===== src/rtl/cu_pkg.sv =====
// cu_pkg
// Shared definitions for the control_unit microsequencer: the FSM state
// enum, opcode constants, register bank addresses, ALU operation codes and
// the packed control word driven towards memory_system.
package cu_pkg;

  localparam int OPCODE_W = 5;

  // Sixteen states fit exactly in the 4-bit state_m monitor port. LDA and
  // STA share their memory-address state because its control word is the
  // same for both; the held opcode picks the branch out of it.
  typedef enum logic [3:0] {
    S_INIT    = 4'd0,
    S_CLR     = 4'd1,
    S_F0      = 4'd2,
    S_F1      = 4'd3,
    S_F2      = 4'd4,
    S_DEC     = 4'd5,
    S_EX_ALU  = 4'd6,
    S_EX_INCD = 4'd7,
    S_EX_JMP  = 4'd8,
    S_EX_NOP  = 4'd9,
    S_MA      = 4'd10,
    S_LDA_MR  = 4'd11,
    S_LDA_WB  = 4'd12,
    S_STA_MD  = 4'd13,
    S_STA_WR  = 4'd14,
    S_HALT    = 4'd15
  } state_t;

  // Opcodes. The ALU group is 00sss and is matched on its top two bits.
  localparam logic [1:0]          OP_ALU_GRP = 2'b00;
  localparam logic [OPCODE_W-1:0] OP_LDA     = 5'b01000;
  localparam logic [OPCODE_W-1:0] OP_STA     = 5'b01001;
  localparam logic [OPCODE_W-1:0] OP_INCD    = 5'b01010;
  localparam logic [OPCODE_W-1:0] OP_JMP     = 5'b01011;
  localparam logic [OPCODE_W-1:0] OP_JZ      = 5'b01100;
  localparam logic [OPCODE_W-1:0] OP_HALT    = 5'b11111;

  // Register bank addresses.
  localparam logic [2:0] REG_PC      = 3'b000;
  localparam logic [2:0] REG_DPTR    = 3'b001;
  localparam logic [2:0] REG_A       = 3'b010;
  localparam logic [2:0] REG_TEMP    = 3'b011;
  localparam logic [2:0] REG_MDR_SRC = 3'b101;
  localparam logic [2:0] REG_ACC     = 3'b111;

  // ALU operation codes.
  localparam logic [2:0] ALU_PASSB = 3'b000;
  localparam logic [2:0] ALU_ADD   = 3'b001;
  localparam logic [2:0] ALU_SUB   = 3'b010;
  localparam logic [2:0] ALU_AND   = 3'b011;
  localparam logic [2:0] ALU_OR    = 3'b100;
  localparam logic [2:0] ALU_XOR   = 3'b101;
  localparam logic [2:0] ALU_INC   = 3'b110;
  localparam logic [2:0] ALU_SHL   = 3'b111;

  // One complete control word; field names mirror the memory_system inputs.
  typedef struct packed {
    logic       ir_sclr;
    logic       mar_sclr;
    logic       enaf;
    logic [2:0] selop;
    logic [1:0] shamt;
    logic       bank_wr_en;
    logic [2:0] busB_addr;
    logic [2:0] busC_addr;
    logic       ir_en;
    logic       mar_en;
    logic       mdr_en;
    logic       wr_rdn;
    logic       mdr_alu_n;
    logic       halted;
    logic       illegal_op;
  } ctrl_t;

  // True for any opcode in the 00sss ALU group.
  function automatic logic is_alu_op(input logic [OPCODE_W-1:0] op);
    return op[OPCODE_W-1 -: 2] == OP_ALU_GRP;
  endfunction

endpackage


===== src/rtl/cu_decode.sv =====
// cu_decode
// Purely combinational half of the microsequencer. From the current state,
// the held opcode and the Z flag it produces the next state, and from that
// next state it produces the control word that will be registered alongside
// it, so the word for state S is on the outputs while state == S.
// Ports:
//   state        current FSM state
//   instruction  opcode held in IR
//   z_flag       ALU zero flag, only consulted in DEC for JZ
//   next_state   state to be entered at the next clock edge
//   ctrl_next    control word belonging to next_state
module cu_decode
  import cu_pkg::*;
#(
  parameter int         OPW       = 5,
  parameter logic [1:0] SHIFT_AMT = 2'b01
) (
  input  state_t         state,
  input  logic [OPW-1:0] instruction,
  input  logic           z_flag,
  output state_t         next_state,
  output ctrl_t          ctrl_next
);

  logic [OPCODE_W-1:0] op;
  logic [2:0]          alu_sel;

  assign op      = instruction[OPCODE_W-1:0];
  assign alu_sel = op[2:0];

  // Next-state logic. Z is sampled only here in DEC, so a not-taken JZ
  // goes through the same do-nothing execute state as an undefined opcode.
  always_comb begin
    next_state = state;
    case (state)
      S_INIT:  next_state = S_CLR;
      S_CLR:   next_state = S_F0;
      S_F0:    next_state = S_F1;
      S_F1:    next_state = S_F2;
      S_F2:    next_state = S_DEC;
      S_DEC: begin
        if (is_alu_op(op)) begin
          next_state = S_EX_ALU;
        end else begin
          case (op)
            OP_LDA,
            OP_STA:  next_state = S_MA;
            OP_INCD: next_state = S_EX_INCD;
            OP_JMP:  next_state = S_EX_JMP;
            OP_JZ:   next_state = z_flag ? S_EX_JMP : S_EX_NOP;
            OP_HALT: next_state = S_HALT;
            default: next_state = S_EX_NOP;
          endcase
        end
      end
      S_MA:      next_state = (op == OP_STA) ? S_STA_MD : S_LDA_MR;
      S_LDA_MR:  next_state = S_LDA_WB;
      S_LDA_WB:  next_state = S_F0;
      S_STA_MD:  next_state = S_STA_WR;
      S_STA_WR:  next_state = S_F0;
      S_EX_ALU,
      S_EX_INCD,
      S_EX_JMP,
      S_EX_NOP:  next_state = S_F0;
      S_HALT:    next_state = S_HALT;
      default:   next_state = S_INIT;
    endcase
  end

  // Control word for the state about to be entered; everything not named
  // in a branch stays 0.
  always_comb begin
    ctrl_next = '0;
    case (next_state)
      S_CLR: begin
        ctrl_next.ir_sclr  = 1'b1;
        ctrl_next.mar_sclr = 1'b1;
      end
      S_F0: begin
        ctrl_next.busB_addr = REG_PC;
        ctrl_next.selop     = ALU_PASSB;
        ctrl_next.mar_en    = 1'b1;
      end
      S_F1: begin
        // Memory read into MDR while PC is incremented in the same cycle.
        ctrl_next.mdr_en     = 1'b1;
        ctrl_next.mdr_alu_n  = 1'b1;
        ctrl_next.busB_addr  = REG_PC;
        ctrl_next.busC_addr  = REG_PC;
        ctrl_next.selop      = ALU_INC;
        ctrl_next.bank_wr_en = 1'b1;
      end
      S_F2: begin
        ctrl_next.ir_en = 1'b1;
      end
      S_EX_ALU: begin
        // INC is unary on ACC; every other ALU op takes A as its B operand.
        ctrl_next.busB_addr  = (alu_sel == ALU_INC) ? REG_ACC : REG_A;
        ctrl_next.busC_addr  = REG_ACC;
        ctrl_next.selop      = alu_sel;
        ctrl_next.shamt      = (alu_sel == ALU_SHL) ? SHIFT_AMT : 2'b00;
        ctrl_next.bank_wr_en = 1'b1;
        ctrl_next.enaf       = 1'b1;
      end
      S_EX_INCD: begin
        // Pointer bump; flags deliberately left untouched.
        ctrl_next.busB_addr  = REG_DPTR;
        ctrl_next.busC_addr  = REG_DPTR;
        ctrl_next.selop      = ALU_INC;
        ctrl_next.bank_wr_en = 1'b1;
      end
      S_EX_JMP: begin
        ctrl_next.busB_addr  = REG_A;
        ctrl_next.busC_addr  = REG_PC;
        ctrl_next.selop      = ALU_PASSB;
        ctrl_next.bank_wr_en = 1'b1;
      end
      S_EX_NOP: begin
        // A not-taken JZ also lands here but is a legal instruction.
        ctrl_next.illegal_op = (op != OP_JZ);
      end
      S_MA: begin
        ctrl_next.busB_addr = REG_DPTR;
        ctrl_next.selop     = ALU_PASSB;
        ctrl_next.mar_en    = 1'b1;
      end
      S_LDA_MR: begin
        ctrl_next.mdr_en    = 1'b1;
        ctrl_next.mdr_alu_n = 1'b1;
      end
      S_LDA_WB: begin
        ctrl_next.busB_addr  = REG_MDR_SRC;
        ctrl_next.busC_addr  = REG_ACC;
        ctrl_next.selop      = ALU_PASSB;
        ctrl_next.bank_wr_en = 1'b1;
      end
      S_STA_MD: begin
        ctrl_next.busB_addr = REG_ACC;
        ctrl_next.selop     = ALU_PASSB;
        ctrl_next.mdr_en    = 1'b1;
        ctrl_next.mdr_alu_n = 1'b0;
      end
      S_STA_WR: begin
        ctrl_next.wr_rdn = 1'b1;
      end
      S_HALT: begin
        ctrl_next.halted = 1'b1;
      end
      default: ctrl_next = '0;
    endcase
  end

endmodule


===== src/rtl/control_unit.sv =====
// control_unit
// Fetch / decode / execute microsequencer for memory_system. Holds the state
// register and the registered control word; all decoding lives in cu_decode.
// Ports:
//   clk, rst             clock and synchronous active-high reset
//   instruction          opcode from IR
//   C, N, P, Z           ALU flags (only Z affects sequencing, via JZ)
//   ir_sclr, mar_sclr    synchronous clears of IR / MAR
//   enaf                 flag register update enable
//   selop, shamt         ALU operation and shift amount
//   bank_wr_en           register bank write enable
//   busB_addr, busC_addr register bank read / write selects
//   ir_en, mar_en, mdr_en load enables
//   wr_rdn               1 = memory write, 0 = read
//   mdr_alu_n            MDR source: 1 = memory, 0 = ALU
//   halted               high while in HALT
//   illegal_op           one-cycle pulse for an undefined opcode
//   state_m              current state, for monitoring
module control_unit
  import cu_pkg::*;
#(
  parameter int         OPW       = 5,
  parameter logic [1:0] SHIFT_AMT = 2'b01
) (
  input  logic           clk,
  input  logic           rst,
  input  logic [OPW-1:0] instruction,
  input  logic           C,
  input  logic           N,
  input  logic           P,
  input  logic           Z,
  output logic           ir_sclr,
  output logic           mar_sclr,
  output logic           enaf,
  output logic [2:0]     selop,
  output logic [1:0]     shamt,
  output logic           bank_wr_en,
  output logic [2:0]     busB_addr,
  output logic [2:0]     busC_addr,
  output logic           ir_en,
  output logic           mar_en,
  output logic           mdr_en,
  output logic           wr_rdn,
  output logic           mdr_alu_n,
  output logic           halted,
  output logic           illegal_op,
  output logic [3:0]     state_m
);

  state_t state;
  state_t next_state;
  ctrl_t  ctrl_next;
  ctrl_t  ctrl_q;

  // C, N and P are part of the flag interface but no current opcode
  // branches on them.
  logic unused_flags;
  assign unused_flags = C ^ N ^ P;

  cu_decode #(
    .OPW       (OPW),
    .SHIFT_AMT (SHIFT_AMT)
  ) u_decode (
    .state       (state),
    .instruction (instruction),
    .z_flag      (Z),
    .next_state  (next_state),
    .ctrl_next   (ctrl_next)
  );

  // State and control word advance together so outputs are glitch-free
  // registers. Reset clears the word in the same edge, which also kills a
  // pending memory write.
  always_ff @(posedge clk) begin
    if (rst) begin
      state  <= S_INIT;
      ctrl_q <= '0;
    end else begin
      state  <= next_state;
      ctrl_q <= ctrl_next;
    end
  end

  assign ir_sclr    = ctrl_q.ir_sclr;
  assign mar_sclr   = ctrl_q.mar_sclr;
  assign enaf       = ctrl_q.enaf;
  assign selop      = ctrl_q.selop;
  assign shamt      = ctrl_q.shamt;
  assign bank_wr_en = ctrl_q.bank_wr_en;
  assign busB_addr  = ctrl_q.busB_addr;
  assign busC_addr  = ctrl_q.busC_addr;
  assign ir_en      = ctrl_q.ir_en;
  assign mar_en     = ctrl_q.mar_en;
  assign mdr_en     = ctrl_q.mdr_en;
  assign wr_rdn     = ctrl_q.wr_rdn;
  assign mdr_alu_n  = ctrl_q.mdr_alu_n;
  assign halted     = ctrl_q.halted;
  assign illegal_op = ctrl_q.illegal_op;
  assign state_m    = state;

endmodule


===== config.mk =====
export PLATFORM = sky130hd
export DESIGN_NAME = control_unit
export DESIGN_NICKNAME = d
export VERILOG_FILES = /design/src/rtl/cu_pkg.sv /design/src/rtl/cu_decode.sv /design/src/rtl/control_unit.sv
export SDC_FILE = /design/constraint.sdc
export NUM_CORES = 1
export LEC_CHECK = 0
export CAP_MARGIN = 20
export CELL_PAD_IN_SITES_DETAIL_PLACEMENT = 0
export CELL_PAD_IN_SITES_GLOBAL_PLACEMENT = 1
export CORE_MARGIN = 5
export CORE_UTILIZATION = 35
export DETAILED_ROUTE_END_ITERATION = 12
export PLACE_DENSITY_LB_ADDON = 0.1
export SLEW_MARGIN = 20
export SYNTH_ARGS = -nofsm -noshare
export SYNTH_HDL_FRONTEND = slang
export SYNTH_HIERARCHICAL = 1
export SYNTH_SLANG_ARGS = --single-unit

===== constraint.sdc =====
create_clock -name clk -period 2.32 [get_ports clk]
set_clock_uncertainty 0.1 [all_clocks]
set_input_delay 0.348 -clock clk [delete_from_list [all_inputs] [get_ports clk]]
set_output_delay 0.348 -clock clk [all_outputs]
set_load 0.005 [all_outputs]

# After elaboration in Yosys (flattened, before gate mapping)
# Cells that the tools add are included.
[op_classes] add_sub_neg=0 n_mul=0 div_mod_pow=0 order_cmp=0 eq_ne=38 shifts=0 mux=19 bitwise=2 n_reduce_logical=13
[ops] cell="$eq 4x4->1 const B" count=16
[ops] cell="$pmux 4 s10" count=1
[ops] cell="$eq 4x3->1 const B" count=7
[ops] cell="$eq 5x4->1 const B" count=5
[ops] cell="$pmux 4 s5" count=1
[ops] cell="$eq 4x2->1 const B" count=4
[ops] cell="$reduce_or 2->1" count=8
[ops] cell="$pmux 3 s5" count=1
[ops] cell="$pmux 3 s2" count=2
[ops] cell="$mux 1" count=10
[ops] cell="$eq 4x1->1 const B" count=2
[ops] cell="$reduce_or 7->1" count=1
[ops] cell="$eq 3x3->1 const B" count=2
[ops] cell="$mux 3" count=2
[ops] cell="$eq 5x5->1 const B" count=1
[ops] cell="$ne 5x4->1 const B" count=1
[ops] cell="$reduce_or 5->1" count=1
[ops] cell="$logic_not 4->1" count=1
[ops] cell="$mux 4" count=1
[ops] cell="$reduce_or 3->1" count=1
[ops] cell="$logic_not 2->1" count=1
[ops] cell="$mux 2" count=1
[ops] cell="$not 1->1" count=2
[word_totals] ff_bits=26 latch_bits=0 mem_bits_rw=0 romBits=0 in_bits=11 out_inout_bits=26 word_cells=88 memories=0

# Logic depth before layout (Yosys ltp)
# Gate-level depths: netlist of the first run.
[depth] word_depth=8 ltp_mapped=9 mapped_depth_nobuf=8

# Modules after synthesis
# Netlist of the first run, hierarchy kept.
[by_module_without_submodules] module="control_unit" instances=1 cells_each=54 area_per_inst_um2=700.7 seq_area_each_um2=520.5
[by_module_without_submodules] module="cu_decode" instances=1 cells_each=86 area_per_inst_um2=600.6 seq_area_each_um2=0.0

# Worst setup path after synthesis of the first run
# Ideal clock, no wire load.
[synth_path] kind="input port to flip-flop" start="input instruction[2]" end="register ctrl_q, in the netlist busB_addr[2]" setup_time_ns=0.065 arrival_ns=1.931 t_required_ns=2.155 setup_slack_ns=0.224 cell_stages=8 n_path_buf=1 cell_sequence="buf_2 > or3b_1 > a211o_1 > nand2_2 > nand3b_1 > or3_1 > o21ai_0 > nor2b_1"
[synth_lines] item="from (decl)" line_no="control_unit.sv:27" source="input logic [OPW-1:0] instruction,"
[synth_lines] item="to (signal assigned)" line_no="control_unit.sv:80" source="ctrl_q <= ctrl_next;"
[synth_lines] item="to (decl)" line_no="control_unit.sv:53" source="ctrl_t ctrl_q;"

==> impl_summary.txt, run 1 <==
----------------------------------------------------
[Yosys]
  Adder-cell area share of the yosys netlist ... 0%
  Number of warnings reported in the yosys synthesis log ... 6
  Share of the synthesized area in the top cell type ... 40.00%
  Biggest area consumer among synthesized cells ... sky130_fd_sc_hd__dfxtp_1
  Gate count after technology mapping ... 140
  Netlist area before placement ... roughly 1300 µm²
  Number of enable flip-flop cells after synthesis ... 0
  Part of the Yosys area used for sequential elements ... around 40%
  Main area contributors after synthesis ... sky130_fd_sc_hd__dfxtp_1, sky130_fd_sc_hd__nor2b_1, sky130_fd_sc_hd__buf_4, sky130_fd_sc_hd__o21ai_0, sky130_fd_sc_hd__nand2b_1
  Xor/xnor share of the synthesized area ... 0%
  Most numerous cell types in the synthesized netlist ... sky130_fd_sc_hd__dfxtp_1, sky130_fd_sc_hd__nor2b_1, sky130_fd_sc_hd__o21ai_0
  Post-synthesis compound-gate area fraction ... between 10 and 15%
  Post-Synth Simple-Gate Area ... a little over a third
  Avg Inst Size Synth ... approximately 9.3 µm²
  Flops & latches, synth ... 26
  Total nets after synthesis ... 151
  Flip-flop cell with the highest count after synthesis ... sky130_fd_sc_hd__dfxtp_1
  Cell variety after synth ... 48
  Portion of netlist area occupied by mux cells ... 1.538%
  Share of flip-flops with an asynchronous set or reset after synthesis ... 0%
  Largest family of logic cells by synthesized area ... simple AND/OR/NAND/NOR gates

[Floorplan]
  Die Ht ... 70.98 µm
  Area enclosed by the die boundary ... 5037 µm²
  Core area ... between 3000 and 4000 µm²
  Die boundary width ... 70.98 µm
  Cell Rows ... 22
  I/O Pins ... 37
  Initial cell density of the core ... 35.81%

[Clock network]
  Clock buffer depth ... 2
  Number of buffers created by CTS ... 3
  Clock insertion delay at the later pin of the skew report ... between 0.2 and 0.3 ns
  Number of buffers inserted by hold repair at cts ... 0
  Clock tree from TritonCTS ... yes
  Clock transition at the registers of the reported paths ... 0.08 ns
  Clock root buffer master ... sky130_fd_sc_hd__clkbuf_8
  CTS sink cnt ... 26
  Number of H-tree levels ... 1

[Pwr]
  IR drop worst, VDD ... 382.2 µV
  Sw power ... 389.9 µW
  Overall Power ... roughly 1.3 mW
  Leakage Power ... 0.7545 nW
  Clock Power Share ... 21.1%
  Power Density ... around 720 nW/µm²
  Reg power frac ... between 30% and 40%
  Switching part of the total power ... 29.00%
  Internal power ... approximately 950 µW
  Gate power share ... 40.0%

[Timing]
  Maximum clock rate ... 442.7 MHz
  Slew Limit Fails ... 0
  RSZ-0062 raised after global routing ... true
  Setup TNS ... 0 ns
  Hold Slack ... 0.5969 ns
  Time the final worst path needs with I/O delays and setup ... around 2.3 ns
  Setup-failing EPs final ... 0
  Period utilization ... 97.37%
  Final-report hold violation count ... 0

[Placement]
  Placer Congestion ... 0.7670
  Number of port buffers ... 33
  Detail Placement HPWL ... 2.320 mm

[Setup path]
  Critical Path Fanout Max ... 7
  Sequence of cells on the critical path ... clkdlybuf4s50_1, or3b_4, nor3_2, o21ai_1, o211a_4, or3_1, o21ai_0, nor2b_1
  Signal arrival time at the worst endpoint ... 2.37 ns
  Instance count on the critical path ... 8
  Critical Path End Type ... flip-flop
  Path depth of the worst reg2reg path ... 7
  Critical path's top delay family ... simple AND/OR/NAND/NOR gates
  Maximum single-stage delay on the critical path ... 0.47 ns
  Bufs and invs on worst path ... 1
  CP startpoint kind ... primary input
  Worst Path Required ... 2.43 ns
  Library cell contributing the largest single delay on the critical path ... sky130_fd_sc_hd__clkdlybuf4s50_1
  Critical path start-end classification ... primary input to flip-flop

[Hold path]
  Instance count along the most critical hold path ... 5
  Path type of the worst min-delay path ... primary input to flip-flop

[Finish]
  # diodes ... 0
  Utilization of the core after routing ... 51.10%
  Total area of multi-input combinational cells ... 681.9 µm²
  Count of filler cells inserted in the layout ... about 360
  Layout overhead on the synthesized area ... 42.69%
  Area used by sequential logic in the layout ... between 500 and 600 µm²
  Share of cells above drive strength 1 ... between 20 and 25%
  Count of nets after finishing ... 201

[Drt]
  Total via count in the routed design ... 1101
  Post-DRT Antenna Nets ... 0
  DRC violations left ... 0
  Avg WL per Cell ... 12.26 µm
  Mean number of vias per cell ... ~4.6
  DRT Pass-1 Iters ... 4
  First-iteration detailed-routing DRC count ... 54
  Final Routed Wirelength ... around 2.9 mm

[GRT]
  Via count of the first global-routing pass ... approximately 1100
  Pin count of the biggest net entering global routing ... 15
  Initial antenna violation count ... 0
  Leftover overflow at the end of global routing ... 0
  Wire length of the first global-routing pass ... about 4.8 mm
  Combined global-route utilization of all metal layers ... 11.70%

[Run]
  Max-Cap Viols ... 0

[Outcome]
  Result of the run ... complete, no violations

----------------------------------------------------
==> layout make-up <==
cell class | count | share of cell area, %
multi-input cells | 96 | 36.73
flip-flops and latches | 26 | 28.03
repair buffers | 57 | 27.56
well taps | 48 | 3.235
clock buffers | 4 | 2.965
inverters | 6 | 1.482
==> cell usage in the layout, fill, tap and decap left out, types with 3 or more instances in the layout <==
cell type,instances
sky130_fd_sc_hd__dfxtp_1,26
sky130_fd_sc_hd__nand2_1,4
sky130_fd_sc_hd__clkbuf_8,4
sky130_fd_sc_hd__buf_4,24
sky130_fd_sc_hd__inv_1,5
sky130_fd_sc_hd__o21ai_0,6
sky130_fd_sc_hd__a21oi_1,4
sky130_fd_sc_hd__clkdlybuf4s50_1,31
sky130_fd_sc_hd__nor3_1,3
sky130_fd_sc_hd__nor2b_1,26
sky130_fd_sc_hd__nor2_1,5
sky130_fd_sc_hd__nand2b_1,4
sky130_fd_sc_hd__nand3b_1,3
sky130_fd_sc_hd__nand3_1,4
==> final timing paths <==
check,slack (ns),end,startpoint
max,0.06,busB_addr[2]$_SDFF_PP0_,instruction[3]
min,0.60,selop[2]$_SDFF_PP0_,instruction[2]
max reg2reg,0.14,busB_addr[2]$_SDFF_PP0_,state_m[3]$_SDFF_PP0_
min reg2reg,0.62,ir_en$_SDFF_PP0_,state_m[1]$_SDFF_PP0_
==> what timing repair did <==
| item | in CTS | in global routing |
|---|---|---|
| setup endpoints to repair | 6 | 5 |
| buffers inserted | 0 | 0 |
| gates resized for setup | 2 | 3 |
| endpoints found under the hold margin | 0 | 0 |
| pin swaps | 0 | 1 |
==> layer usage <==
| layer | part of all wire (%) | track usage, % | routed length, µm |
|---|---|---|---|
| met5 | 0 | 0 | 0 |
| met4 | 0 | 2.505 | 0 |
| met3 | 5.0 | 2.841 | 145 |
| met2 | 47 | 19.46 | 1378 |
| met1 | 48 | 15.35 | 1382 |
==> logic make-up after synthesis <==
logic type             count (synthesis)
AND/OR/NAND/NOR                       70
buffers and inverters                 18
AO/OA/AOI/OAI                         23
flip-flops                            26
multiplexers                           2
other                                  1
==> through the flow <==
step                area [µm²]  setup slack (ns)  std cells
CTS                       1844           0.06006        237
detailed placement        1784           -0.3866        233
finish                    1857           0.06112        237
global placement          1784           -0.3924        233
floorplan                 1301            0.2237        140
global route              1857          -0.02512        237
==> tightest hold or removal path, delay by kind of cell <==
| kind | cells | cell delay (ns) |
|---|---|---|
| AOI/OAI and AO/OA | 1 | 0.07 |
| buffers and inverters | 2 | 0.33 |
| and+or+nand+nor | 2 | 0.18 |
==> registers in the layout, indices dropped and copies added, names as in the netlist <==
signal,cells
mar_en,1
busC_addr,3
enaf,1
busB_addr,3
bank_wr_en,1
state_m,4
illegal_op,1
mdr_alu_n,1
halted,1
mar_sclr,1
wr_rdn,1
ir_en,1
shamt,2
ir_sclr,1
mdr_en,1
selop,3
==> power by group through the flow <==
stage / clock, mW / sequential [mW] / combinational [mW]
6_report: 0.283 / 0.523 / 0.538
5_1_grt: 0.315 / 0.531 / 0.592
4_1_cts: 0.298 / 0.523 / 0.537
3_5_place_dp: 0 / 0.533 / 0.531
3_3_place_gp: 0 / 0.531 / 0.529
2_1_floorplan: 0 / 0.532 / 0.300
No activity file was read; power rests on OpenSTA's default activity.
==> run 2: changes to the inputs <==
- CORE_ASPECT_RATIO: default -> 1.2
- CORE_UTILIZATION: 35 -> 31
- PLACE_DENSITY: default -> 0.74
- PLACE_DENSITY_LB_ADDON: 0.1 -> default
- clock period: 2.32 -> 2 ns (I/O delays scaled with it)
==> run 2 against run 1 <==
- wire length up 10%
- critical path depth unchanged
- global-route usage up 0.64 points
- final cell count up 6.8%
- highest routed layer is now met4
- die area up 11%
==> impl_summary.txt, run 2 (synthesis results as in run 1) <==
----------------------------------------------------
[GRT]
  Initial antenna violation count ... 0 (unchanged)
  Wire length of the first global-routing pass ... 5.644 mm (was 4.843 mm)
  Via count of the first global-routing pass ... 1244 (was 1050)
  Pin count of the biggest net entering global routing ... 14 (was 15)
  Leftover overflow at the end of global routing ... 0 (unchanged)
  Combined global-route utilization of all metal layers ... 12.34% (was 11.70%)

[Floorplan]
  I/O Pins ... 37 (unchanged)
  Initial cell density of the core ... 32.50% (was 35.81%)
  Cell Rows ... 25 (was 22)
  Die Ht ... 80.97 µm (was 70.98 µm)
  Core area ... 4004 µm² (was 3633 µm²)
  Die boundary width ... 69.15 µm (was 70.98 µm)
  Area enclosed by the die boundary ... 5599 µm² (was 5037 µm²)

[Timing]
  Slew Limit Fails ... 0 (unchanged)
  Final-report hold violation count ... 0 (unchanged)
  RSZ-0062 raised after global routing ... true (unchanged)
  Time the final worst path needs with I/O delays and setup ... 1.960 ns
  Period utilization ... 98.01%
  Maximum clock rate ... 510.2 MHz
  Setup-failing EPs final ... 0 (unchanged)

[Finish]
  Largest register FFs ... 4 (unchanged)
  Layout overhead on the synthesized area ... 52.98% (was 42.69%)
  Leading cell types in the layout, fill and taps excluded ... sky130_fd_sc_hd__buf_4, sky130_fd_sc_hd__clkdlybuf4s50_1, sky130_fd_sc_hd__nor2b_1 (was sky130_fd_sc_hd__clkdlybuf4s50_1, sky130_fd_sc_hd__nor2b_1, sky130_fd_sc_hd__dfxtp_1)
  Non-Filler Instances ... 253 (was 237)
  Most frequent standard cell in the layout excluding fill and tap cells ... sky130_fd_sc_hd__buf_4 (was sky130_fd_sc_hd__clkdlybuf4s50_1)
  Post-route standard cell area excluding fillers ... 1991 µm² (was 1857 µm²)
  Share of cells above drive strength 1 ... 32.16% (was 22.22%)
  # diodes ... 0 (unchanged)
  Count of nets after finishing ... 212 (was 201)

[Pwr]
  Leakage Power ... 0.8185 nW (was 0.7545 nW)
  Power Density ... 806.9 nW/µm² (was 724.2 nW/µm²)
  IR drop worst, VDD ... 295.2 µV (was 382.2 µV)

[Drt]
  Highest routing layer actually used ... met4 (was met3)
  Total via count in the routed design ... 1179 (was 1101)
  Post-DRT Antenna Nets ... 0 (unchanged)
  Final Routed Wirelength ... 3.201 mm (was 2.906 mm)
  DRT Pass-1 Iters ... 4 (unchanged)
  DRC violations left ... 0 (unchanged)
  Met2 wire length ... 1.500 mm (was 1.378 mm)
  Avg WL per Cell ... 12.65 µm (was 12.26 µm)
  First-iteration detailed-routing DRC count ... 49 (was 54)
  Mean number of vias per cell ... 4.660 (was 4.646)
  Met3 routed WL ... 153 µm (was 145 µm)
  Routed metal-1 wirelength ... 1.436 mm (was 1.382 mm)

[Placement]
  Cell Area, Placed ... 1872 µm² (was 1784 µm²)
  Number of placed cells counting well taps ... 248 (was 233)
  Placer Congestion ... 0.9189 (was 0.7670)
  Number of port buffers ... 33 (unchanged)
  Detail Placement HPWL ... 2.514 mm (was 2.320 mm)

[Clock network]
  CTS sink cnt ... 26 (unchanged)
  Number of H-tree levels ... 1 (unchanged)
  Clock root buffer master ... sky130_fd_sc_hd__clkbuf_8 (unchanged)
  Number of buffers inserted by hold repair at cts ... 0 (unchanged)
  Clock transition at the registers of the reported paths ... 0.08 ns (about the same)
  Number of buffers created by CTS ... 3 (unchanged)
  Clock buffer depth ... 2 (unchanged)
  Clock tree from TritonCTS ... yes (unchanged)
  Clock insertion delay at the later pin of the skew report ... 0.27 ns (was 0.26 ns)

[Setup path]
  Critical Path Fanout Max ... 6 (was 7)
  Signal arrival time at the worst endpoint ... 2.01 ns (was 2.37 ns)
  Critical path start-end classification ... primary input to flip-flop (unchanged)
  Worst Path Required ... 2.05 ns (was 2.43 ns)
  Critical Path End Type ... flip-flop (unchanged)
  CP startpoint kind ... primary input (unchanged)

[Hold path]
  Path type of the worst min-delay path ... primary input to flip-flop (unchanged)

[Outcome]
  Result of the run ... complete, no violations (unchanged)

[Run]
  Max-Cap Viols ... 0 (unchanged)

----------------------------------------------------
-- run 2: final timing paths --
check                              from  depth (start not counted)                       to  slack (ns)
setup / recovery                      Z                          8  busB_addr[1]$_SDFF_PP0_        0.04
hold / removal           instruction[0]                          4      selop[0]$_SDFF_PP0_        0.46
setup reg to reg  state_m[3]$_SDFF_PP0_                          8  busB_addr[2]$_SDFF_PP0_        0.09
hold reg to reg   state_m[1]$_SDFF_PP0_                          3         ir_en$_SDFF_PP0_        0.56
-- run 2: area by class of cell --
cell class / count / area (µm²)
timing repair buffer: 68 / 590.6
fill: 399 / 2013
tap: 54 / 67.56
sequential: 26 / 530.5
clock buffer: 3 / 41.29
multi-input combinational: 96 / 733.2
inverter: 6 / 27.53
-- run 2: routing by layer --
metal | track usage, % | up-vias
li1 | - | 592
met1 | 13.36 | 544
met2 | 22.14 | 35
met3 | 2.228 | 8
met4 | 8.203 | 0
met5 | 0 | -
-- run 2: metrics by stage --
step                worst slack [ns]  setup TNS (ns)  util [%]  power [mW]  hold slack, ns
finish                       0.03981               0     49.72       1.606          0.4603
global route                -0.02289        -0.04276     49.72       1.713          0.5115
CTS                         0.005646               0     48.72       1.590          0.4741
detailed placement           -0.5354          -7.790     46.75       1.285          0.6159
global placement             -0.4786          -6.717     46.75       1.271          0.6099
floorplan                  0.0009551               0         -      0.9644          0.2716
-- run 2: repair_timing --
item                                   in CTS  in global routing
pin swaps                                   6                  9
endpoints found under the hold margin       0                  0
setup endpoints to repair                  16                 10
setup buffers                               1                  2
resized for setup                          18                 18
-- run 2: power breakdown --
group          switching, mW  internal (mW)
logic                  0.296          0.407
clock network          0.150          0.135
registers             0.0389          0.579
-- run 2: critical path, stage by stage --
cell and delay (ns):
sky130_fd_sc_hd__clkdlybuf4s50_1 0.38, sky130_fd_sc_hd__nor2b_1 0.12, sky130_fd_sc_hd__o211a_1 0.26, sky130_fd_sc_hd__a211oi_4 0.28, sky130_fd_sc_hd__nand3b_1 0.22, sky130_fd_sc_hd__nor2_2 0.08
sky130_fd_sc_hd__a211o_1 0.23, sky130_fd_sc_hd__nor2b_1 0.12
==> run 3: changes to the inputs <==
- CORE_UTILIZATION: 31 -> 29
- SYNTH_HIERARCHICAL: 1 -> default
==> run 3 against run 2 <==
- first-iteration DRC count is 78% lower
- global-route usage is 0.57 points lower
- power is 5.7% lower
- critical path type unchanged
- largest cell class unchanged
- highest routed layer unchanged
==> impl_summary.txt, run 3 <==
----------------------------------------------------
[Outcome]
  Result of the run ... complete, no violations (unchanged)

[Finish]
  Count of nets after finishing ... 184 (was 212)
  Largest register FFs ... 4 (unchanged)
  Leading cell types in the layout, fill and taps excluded ... sky130_fd_sc_hd__clkdlybuf4s50_1, sky130_fd_sc_hd__buf_4, sky130_fd_sc_hd__dfxtp_1 (was sky130_fd_sc_hd__buf_4, sky130_fd_sc_hd__clkdlybuf4s50_1, sky130_fd_sc_hd__nor2b_1)
  Layout overhead on the synthesized area ... 60.33% (was 52.98%)
  Count of filler cells inserted in the layout ... 354 (was 399)
  # diodes ... 0 (unchanged)
  Share of cells above drive strength 1 ... 29.65% (was 32.16%)
  Non-Filler Instances ... 211 (was 253)

[Setup path]
  Critical Path Fanout Max ... 5 (was 6)
  Critical path start-end classification ... primary input to flip-flop (unchanged)
  CP startpoint kind ... primary input (unchanged)
  Worst Path Required ... 2.05 ns (about the same)
  Signal arrival time at the worst endpoint ... 1.94 ns (was 2.01 ns)
  Critical Path End Type ... flip-flop (unchanged)

[GRT]
  Initial antenna violation count ... 0 (unchanged)
  Leftover overflow at the end of global routing ... 0 (unchanged)
  Combined global-route utilization of all metal layers ... 11.77% (was 12.34%)
  Wire length of the first global-routing pass ... 4.685 mm (was 5.644 mm)
  Via count of the first global-routing pass ... 999 (was 1244)
  Pin count of the biggest net entering global routing ... 13 (was 14)

[Floorplan]
  Die Ht ... 76.42 µm (was 80.97 µm)
  Area enclosed by the die boundary ... 4993 µm² (was 5599 µm²)
  Die boundary width ... 65.35 µm (was 69.15 µm)
  Cell Rows ... 24 (was 25)
  Core area ... 3603 µm² (was 4004 µm²)
  Initial cell density of the core ... 29.58% (was 32.50%)
  I/O Pins ... 37 (unchanged)

[Clock network]
  Number of buffers inserted by hold repair at cts ... 0 (unchanged)
  Clock tree from TritonCTS ... yes (unchanged)
  Clock transition at the registers of the reported paths ... 0.08 ns (about the same)
  Number of buffers created by CTS ... 3 (unchanged)
  Clock insertion delay at the later pin of the skew report ... 0.25 ns (was 0.27 ns)
  Clock buffer depth ... 2 (unchanged)
  Clock root buffer master ... sky130_fd_sc_hd__clkbuf_8 (unchanged)
  CTS sink cnt ... 23 (was 26)
  Number of H-tree levels ... 1 (unchanged)

[Run]
  Max-Cap Viols ... 0 (unchanged)

[Placement]
  Number of port buffers ... 32 (was 33)
  Placer Congestion ... 0.7964 (was 0.9189)
  Number of placed cells counting well taps ... 205 (was 248)
  Detail Placement HPWL ... 2.305 mm (was 2.514 mm)

[Yosys]
  Biggest area consumer among synthesized cells ... sky130_fd_sc_hd__dfxtp_1 (unchanged)
  Netlist area before placement ... 1066 µm² (was 1301 µm²)
  Count leader, synth ... sky130_fd_sc_hd__dfxtp_1
  Flops & latches, synth ... 23 (was 26)
  Number of enable flip-flop cells after synthesis ... 0 (unchanged)
  Share of flip-flops with an asynchronous set or reset after synthesis ... 0% (unchanged)
  Number of warnings reported in the yosys synthesis log ... 0 (was 6)
  Avg Inst Size Synth ... 9.190 µm² (was 9.295 µm²)
  Main area contributors after synthesis ... sky130_fd_sc_hd__dfxtp_1, sky130_fd_sc_hd__nor2_1, sky130_fd_sc_hd__buf_4, sky130_fd_sc_hd__nand2_1, sky130_fd_sc_hd__a21oi_1 (was sky130_fd_sc_hd__dfxtp_1, sky130_fd_sc_hd__nor2b_1, sky130_fd_sc_hd__buf_4, sky130_fd_sc_hd__o21ai_0, sky130_fd_sc_hd__nand2b_1)
  Part of the Yosys area used for sequential elements ... 43.19% (was 40.00%)
  Cell variety after synth ... 41 (was 48)
  Most numerous cell types in the synthesized netlist ... sky130_fd_sc_hd__dfxtp_1, sky130_fd_sc_hd__nor2_1, sky130_fd_sc_hd__nand2_1 (was sky130_fd_sc_hd__dfxtp_1, sky130_fd_sc_hd__nor2b_1, sky130_fd_sc_hd__o21ai_0)
  Flip-flop cell with the highest count after synthesis ... sky130_fd_sc_hd__dfxtp_1 (unchanged)
  Gate count after technology mapping ... 116 (was 140)
  Total nets after synthesis ... 127 (was 151)
  Share of the synthesized area in the top cell type ... 43.19% (was 40.00%)

[Timing]
  Setup-failing EPs final ... 0 (unchanged)
  Slew Limit Fails ... 0 (unchanged)
  RSZ-0062 raised after global routing ... false (was true)
  Maximum clock rate ... 530.1 MHz (was 510.2 MHz)
  Period utilization ... 94.32% (was 98.01%)
  Time the final worst path needs with I/O delays and setup ... 1.886 ns (was 1.960 ns)
  Final-report hold violation count ... 0 (unchanged)

[Drt]
  DRC violations left ... 0 (unchanged)
  First-iteration detailed-routing DRC count ... 11 (was 49)
  Final Routed Wirelength ... 2.881 mm (was 3.201 mm)
  Total via count in the routed design ... 1025 (was 1179)
  Mean number of vias per cell ... 4.858 (was 4.660)
  Post-DRT Antenna Nets ... 0 (unchanged)
  Avg WL per Cell ... 13.65 µm (was 12.65 µm)
  DRT Pass-1 Iters ... 4 (unchanged)

[Hold path]
  Path type of the worst min-delay path ... primary input to flip-flop (unchanged)

[Pwr]
  Overall Power ... 1.514 mW (was 1.606 mW)
  IR drop worst, VDD ... 295.6 µV (was 295.2 µV)
  Leakage Power ... 0.6731 nW (was 0.8185 nW)
  Power Density ... 886.0 nW/µm² (was 806.9 nW/µm²)

----------------------------------------------------
-- run 3: changes by cell type in the layout (fill, tap and decap cells not counted), moves of 3 or more --
cell,before,now
sky130_fd_sc_hd__nor2b_1,26,0
sky130_fd_sc_hd__nor2_1,5,11
sky130_fd_sc_hd__nand2_1,3,9
sky130_fd_sc_hd__buf_4,34,27
sky130_fd_sc_hd__and3_1,0,3
sky130_fd_sc_hd__nand3b_1,3,0
sky130_fd_sc_hd__dlygate4sd2_1,0,4
-- run 3: final cells by class --
class                           instances  area [µm²]  area share [%]
Timing Repair Buffer                   59       513.0           30.01
Clock buffer                            4       45.04           2.635
Multi-Input combinational cell         83       629.4           36.82
Tap cell                               39       48.80           2.855
Sequential cell                        23       461.7           27.01
Inverter                                3       11.26          0.6589
-- run 3: per-layer routing --
metal | track usage, % | routed length, µm
met1 | 14.20 | 1224
met5 | 0 | 0
met4 | 4.357 | 48
met2 | 20.87 | 1494
met3 | 1.327 | 114
-- run 3: per-stage QoR --
| step | utilization (%) | cell area (µm²) | TNS, ns | worst slack [ns] | hold WS [ns] |
|---|---|---|---|---|---|
| 2_1_floorplan | - | 1066 | 0 | 0.1851 | 0.2764 |
| 3_3_place_gp | 43.75 | 1577 | -6.060 | -0.4017 | 0.6396 |
| 3_5_place_dp | 43.75 | 1577 | -6.973 | -0.4390 | 0.6333 |
| 4_1_cts | 46.28 | 1668 | 0 | 0.001130 | 0.4308 |
| 5_1_grt | 47.43 | 1709 | 0 | 0.006057 | 0.4317 |
| 6_report | 47.43 | 1709 | 0 | 0.1135 | 0.4065 |
-- run 3: worst max-delay path: stages --
cell                            delay [ns]
sky130_fd_sc_hd__dlygate4sd2_1        0.26
sky130_fd_sc_hd__buf_4                0.15
sky130_fd_sc_hd__buf_4                0.13
sky130_fd_sc_hd__a2111oi_4            0.41
sky130_fd_sc_hd__a21oi_4              0.14
sky130_fd_sc_hd__and3_4               0.19
sky130_fd_sc_hd__a21o_1               0.16
sky130_fd_sc_hd__a32o_1               0.19
-- run 3: final timing paths --
| kind | start | slack, ns | end | depth (start not counted) |
|---|---|---|---|---|
| hold reg to reg | state_m[3]$_SDFF_PP0_ | 0.66 | busC_addr[1]$_SDFF_PP0_ | 3 |
| setup reg to reg | state_m[1]$_SDFF_PP0_ | 0.16 | mdr_en$_SDFF_PP0_ | 6 |
| setup / recovery | instruction[3] | 0.11 | busB_addr[0]$_SDFF_PP0_ | 8 |
| hold / removal | instruction[0] | 0.41 | selop[0]$_SDFF_PP0_ | 3 |
-- run 3: power breakdown --
part           leakage (nW)  internal, mW  switching, mW
Combinational         0.463         0.353          0.338
Sequential            0.188         0.515         0.0296
Clock                0.0228         0.142          0.136
-- run 3: logic make-up after synthesis --
group / Yosys count / share of synthesized area [%]
AO/OA/AOI/OAI: 26 / 19.60
multiplexers: 2 / 1.878
flip-flops: 23 / 43.19
buffers and inverters: 10 / 5.399
other: 1 / 0.3518
AND/OR/NAND/NOR: 54 / 29.58
-- run 3: what timing repair did --
item,CTS,global route
setup endpoints to repair,18,14
resized for setup,13,8
pin swaps,5,4
setup buffers,1,1
cloned,0,0
